<file path="src/rtl/gen_fifo_pkg.sv">
// Shared constants, pointer type and width helper for the generic FIFO family.
package gen_fifo_pkg;

    localparam int GEN_FIFO_AW = 3;
    localparam int GEN_FIFO_DP = 1 << GEN_FIFO_AW;

    typedef logic [GEN_FIFO_AW:0] gen_ptr_t;

    function automatic int clog2(input int n);
        int r;
        r = 0;
        for (int i = 0; i < 31; i++)
            if ((1 << i) < n) r = i + 1;
        return r;
    endfunction

endpackage

</file>
<file path="src/rtl/gen_lead_cnt.sv">
// Counts the leading run of ones in a fire vector, starting at bit 0.
module gen_lead_cnt
    import gen_fifo_pkg::*;
#(
    parameter int N  = 2,
    parameter int CW = clog2(N + 1)
) (
    input  logic [N-1:0]  fire,
    output logic [CW-1:0] cnt
);

    logic run;

    always_comb begin
        cnt = '0;
        run = 1'b1;
        for (int i = 0; i < N; i++) begin
            run = run & fire[i];
            if (run) cnt = CW'(i + 1);
        end
    end

endmodule

</file>
<file path="src/rtl/gen_mp_fifo.sv">
// Multi-port register-based circular FIFO, IN push lanes and OUT pop lanes.
// Define GEN_MP_FIFO_EXPOSE_EN to expose raw storage and per-slot valid bits.
module gen_mp_fifo
    import gen_fifo_pkg::*;
#(
    parameter int DW  = 64,
    parameter int AW  = GEN_FIFO_AW,
    parameter int IN  = 2,
    parameter int OUT = 2
) (
    input  logic                CLK,
    input  logic                RSTn,
    input  logic                flush,
    input  logic [IN-1:0]       push_valid,
    output logic [IN-1:0]       push_ready,
    input  logic [IN*DW-1:0]    data_push,
    output logic [OUT-1:0]      pop_valid,
    input  logic [OUT-1:0]      pop_ready,
    output logic [OUT*DW-1:0]   data_pop,
    output logic [AW:0]         count
`ifdef GEN_MP_FIFO_EXPOSE_EN
    ,
    output logic [(DW<<AW)-1:0] expose_o,
    output logic [(1<<AW)-1:0]  valid
`endif
);

    localparam int DP = 1 << AW;
    localparam int PW = clog2(IN + 1);
    localparam int QW = clog2(OUT + 1);

    logic [DW-1:0]  mem [DP];
    logic [AW:0]    rd_ptr;
    logic [AW:0]    wr_ptr;
    logic [AW:0]    free;
    logic [IN-1:0]  push_fire;
    logic [OUT-1:0] pop_fire;
    logic [PW-1:0]  np;
    logic [QW-1:0]  nq;
    logic [AW-1:0]  waddr [IN];
    logic [AW-1:0]  raddr [OUT];

    assign count = wr_ptr - rd_ptr;
    assign free  = (AW+1)'(DP) - count;

    // Ready/valid derive only from registered pointers: no same-cycle bypass.
    always_comb begin
        for (int i = 0; i < IN; i++) begin
            push_ready[i] = free > (AW+1)'(i);
            waddr[i]      = wr_ptr[AW-1:0] + AW'(i);
        end
    end

    always_comb begin
        data_pop = '0;
        for (int j = 0; j < OUT; j++) begin
            pop_valid[j]          = count > (AW+1)'(j);
            raddr[j]              = rd_ptr[AW-1:0] + AW'(j);
            data_pop[DW*j +: DW]  = mem[raddr[j]];
        end
    end

    assign push_fire = push_valid & push_ready;
    assign pop_fire  = pop_valid & pop_ready;

    gen_lead_cnt #(.N(IN)) u_push_cnt (
        .fire (push_fire),
        .cnt  (np)
    );

    gen_lead_cnt #(.N(OUT)) u_pop_cnt (
        .fire (pop_fire),
        .cnt  (nq)
    );

    always_ff @(posedge CLK or negedge RSTn) begin
        if (!RSTn) begin
            wr_ptr <= '0;
            rd_ptr <= '0;
        end else if (flush) begin
            wr_ptr <= '0;
            rd_ptr <= '0;
        end else begin
            wr_ptr <= wr_ptr + (AW+1)'(np);
            rd_ptr <= rd_ptr + (AW+1)'(nq);
        end
    end

    always_ff @(posedge CLK or negedge RSTn) begin
        if (!RSTn) begin
            for (int s = 0; s < DP; s++) mem[s] <= '0;
        end else if (!flush) begin
            for (int k = 0; k < IN; k++)
                if (k < int'(np)) mem[waddr[k]] <= data_push[DW*k +: DW];
        end
    end

`ifdef GEN_MP_FIFO_EXPOSE_EN
    always_comb begin
        for (int s = 0; s < DP; s++) expose_o[DW*s +: DW] = mem[s];
    end

    // Push and pop slots never coincide: pushes land only in free slots.
    always_ff @(posedge CLK or negedge RSTn) begin
        if (!RSTn) begin
            valid <= '0;
        end else if (flush) begin
            valid <= '0;
        end else begin
            for (int k = 0; k < IN; k++)
                if (k < int'(np)) valid[waddr[k]] <= 1'b1;
            for (int j = 0; j < OUT; j++)
                if (j < int'(nq)) valid[raddr[j]] <= 1'b0;
        end
    end
`endif

endmodule

</file>
<file path="config.mk">
export PLATFORM = sky130hd
export DESIGN_NAME = gen_mp_fifo
export DESIGN_NICKNAME = d
export VERILOG_FILES = /design/src/rtl/gen_fifo_pkg.sv /design/src/rtl/gen_lead_cnt.sv /design/src/rtl/gen_mp_fifo.sv
export SDC_FILE = /design/constraint.sdc
export NUM_CORES = 2
export LEC_CHECK = 0
export CAP_MARGIN = 20
export CORE_MARGIN = 2
export CORE_UTILIZATION = 61
export CTS_BUF_LIST = sky130_fd_sc_hd__clkbuf_8
export DETAILED_ROUTE_END_ITERATION = 8
export PLACE_DENSITY = 0.84
export SETUP_SLACK_MARGIN = 0.5
export SYNTH_ARGS = -nofsm -noshare
export SYNTH_HDL_FRONTEND = slang
export SYNTH_SLANG_ARGS = --single-unit
export TNS_END_PERCENT = 1
</file>
<file path="constraint.sdc">
create_clock -name CLK -period 4.95 [get_ports CLK]
set_input_delay 0.99 -clock CLK [delete_from_list [all_inputs] [get_ports CLK]]
set_output_delay 0.99 -clock CLK [all_outputs]
set_load 0.03 [all_outputs]
</file>
==> results.json <==
{
  "yosys-top-cells-count": "709 x nand2_1, 520 x dfrtp_1, 319 x o221a_1",
  "finalMaxSlewViolations": 0,
  "setup_viol": 0,
  "synth_edf_count": 0,
  "tightestPinTransition_ns": 1.26,
  "insertion_delay_ns": 0.68,
  "path_class": "reg -> out",
  "synth_area_leaders": "dfrtp_1 42%, mux4_2 19%, o221a_1 12%, nand2_1 8.6%, o221a_2 7.0%",
  "seqPwrFrac_pct": 29.4,
  "synth_nets": 2759,
  "yosysUniqueCellTypes": 39,
  "syn2layout_area_growth_pct": 14.7,
  "max_cap_violations": 0,
  "switching_share_pct": 41.4,
  "synth.top_cell.area_share_pct": 41.9,
  "rsz0062_at_grt": "yes",
  "vdd_drop_max_uv": 691,
  "initial_core_util_pct": 61.9,
  "ys_seq_elements": 520,
  "tns_ns": 0,
  "arrival_ns": 3.53,
  "holdWs_ns": 0.410,
  "syn_area_um2": 31100,
  "cp_data_required_time_ns": 3.96,
  "dieArea_um2": 52700,
  "grt_max_degree": 155,
  "cts_root_buf": "clkbuf_8",
  "synth.most_common_cell": "nand2_1",
  "vias_per_cell": 7.65,
  "skew_ns": 0.0313,
  "synth_ff_type": "dfrtp_1",
  "ant_nets": 0,
  "startpoint": "rd_ptr[0]$_DFF_PN0_",
  "regToRegSetupSlack_ns": 0.92,
  "grt_use_total_pct": 40.4,
  "drcViolationCount": 0,
  "end_kind": "output pin",
  "period_minus_slack_ns": 4.52,
  "totalPowerFinal_uw": 26100,
  "die_w_um": 230,
  "syn_inst": 2612,
  "crit_end": "data_pop[63]",
  "clockBufferDepth": 3,
  "r2r-start": "wr_ptr[0]$_DFF_PN0_",
  "clkPwrFrac_pct": 15.4,
  "vias": 26400,
  "first_iter_violations": 4179,
  "fmax_ghz": 0.221,
  "firstDrtPassIters": 8,
  "ios": 271,
  "antenna_found_initial": 8,
  "p_int_uw": 15300,
  "core_area_um2": 50200,
  "p_switching_uw": 10800,
  "cts.sinks": 520,
  "numPortBuffers": 270,
  "gr-total-overflow": 0,
  "grt_pass1_vias": 27300,
  "htree_num_levels": 3,
  "clk_pin_slew_ns": 0.06,
  "yosysSeqAreaShare_pct": 41.9,
  "gp_congestion": 0.851,
  "rr_endpoint": "mem[164]$_DFFE_PN0N_",
  "wl_mm": 106,
  "drive_gt1_share_pct": 26.6,
  "p_leak_uw": 0.0130,
  "hold_path_class": "in -> async",
  "combPwrFrac_pct": 55.2,
  "status": "finished clean",
  "finalHoldViolCount": 0,
  "grt_pass1_wl_mm": 162,
  "hpwlAfterDp_mm": 56.1,
  "path_max_fanout": 154,
  "cts_tree": "yes",
  "r2r_cells": 11,
  "slew_headroom_pct": 16.2,
  "pwr_density_cell_nw_per_um2": 733,
  "period_share_pct": 91.4,
  "fillers": 3281,
  "num_rows": 82,
  "die_y_um": 230,
  "numCtsBuffers": 89,
  "yosys_warnings": 0,
  "nNetsFinal": 2849,
  "critPathLaunchType": "flip-flop",
  "async_reset_ff_share_pct": 100,
  "detail_route.wl_per_cell_um": 30.7,
  "postSynthAreaPerCell_um2": 11.9,
  "synth_top_area_cell": "dfrtp_1"
}
[power groups by stage]
stage	Clock, µW	Sequential [µW]	Combinational (µW)
3_5_place_dp	0	7660	14100
3_3_place_gp	0	7470	13800
4_1_cts	4010	7610	14200
5_1_grt	4220	7880	15000
6_report	4010	7690	14400
2_1_floorplan	0	7050	9800
[stage by stage]
stage / instances / instance area [µm²] / util [%] / worst slack, ns
2_1_floorplan: 2612 / 31100 / - / 0.612
3_3_place_gp: 3276 / 33700 / 67.1 / 0.939
3_5_place_dp: 3276 / 33700 / 67.1 / 0.902
4_1_cts: 3442 / 35500 / 70.9 / 0.478
5_1_grt: 3448 / 35600 / 71.0 / 0.415
6_report: 3450 / 35600 / 71.0 / 0.426
[worst max-delay path: stages, from the launching register on]
cell             delay, ns
dfrtp_4               0.49
buf_16                0.51
mux4_2                0.61
nand2_1               0.08
nand2_1               0.15
clkdlybuf4s50_1       0.63
[cell usage in the layout (no fill, tap or decap), types with 3 or more instances in the layout]
cell type | netlist | final
o21ai_4 | 8 | 8
nor3_1 | 134 | 130
nor2b_1 | 6 | 6
ha_1 | 9 | 8
nand3_4 | 0 | 3
clkdlybuf4s50_1 | 0 | 266
clkinvlp_4 | 0 | 4
buf_16 | 0 | 3
inv_1 | 10 | 38
dfrtp_1 | 520 | 517
mux2_2 | 64 | 64
clkbuf_8 | 0 | 114
o221a_2 | 193 | 193
buf_4 | 3 | 38
clkinv_2 | 0 | 13
mux4_2 | 256 | 256
diode_2 | 0 | 6
nand2_1 | 709 | 709
nor3_2 | 0 | 4
and3_1 | 3 | 3
nand3b_1 | 3 | 3
nand3_1 | 6 | 3
fa_1 | 3 | 3
o221a_1 | 319 | 319
nor2_1 | 9 | 9
buf_12 | 0 | 21
xnor2_1 | 5 | 4
[state kept, by name, indices dropped and copies added (netlist names)]
| signal | cells |
|---|---|
| mem | 512 |
| rd_ptr | 4 |
| wr_ptr | 4 |
[repair_timing]
action	CTS	global route
hold buffers	0	0
buffers inserted	5	0
gates resized for setup	4	3
setup endpoints to repair	60	71
pin swaps	2	0
[metal layers]
metal	track usage, %	up-vias	wire (µm)
met5	0	-	36
met4	22.9	6	5820
met3	13.9	523	16400
met2	59.7	2516	47600
met1	52.5	12900	35800
li1	-	10400	-
[logic make-up after synthesis]
kind of cell / Yosys count / share of synthesized area, %
AO/OA/AOI/OAI: 526 / 19.2
buffers and inverters: 345 / 5.77
XOR/XNOR: 9 / 0.254
flip-flops: 520 / 41.9
AND/OR/NAND/NOR: 880 / 11.5
multiplexers: 320 / 20.9
adder cells (fa/ha/maj): 12 / 0.556
[layout make-up]
| class | count | area [µm²] | share of cell area (%) |
|---|---|---|---|
| tap | 672 | 841 | 2.36 |
| inverter | 11 | 45.0 | 0.126 |
| clock inverter | 47 | 256 | 0.720 |
| antenna | 6 | 15.0 | 0.0422 |
| multi-input combinational | 1747 | 16400 | 45.9 |
| timing repair buffer | 333 | 3510 | 9.85 |
| sequential | 520 | 13000 | 36.6 |
| clock buffer | 114 | 1570 | 4.40 |
[worst min-delay path by stage]
stage	to	slack (ns)	cells after the start
after floorplan	mem[323]$_DFFE_PN0N_	0.53	1
after global placement	mem[471]$_DFFE_PN0N_	0.54	1
after detailed placement	mem[114]$_DFFE_PN0N_	0.55	1
after CTS	mem[452]$_DFFE_PN0N_	0.45	1
after global routing	mem[198]$_DFFE_PN0N_	0.47	1
final	mem[198]$_DFFE_PN0N_	0.41	1
No activity file was read; power rests on OpenSTA's default activity.
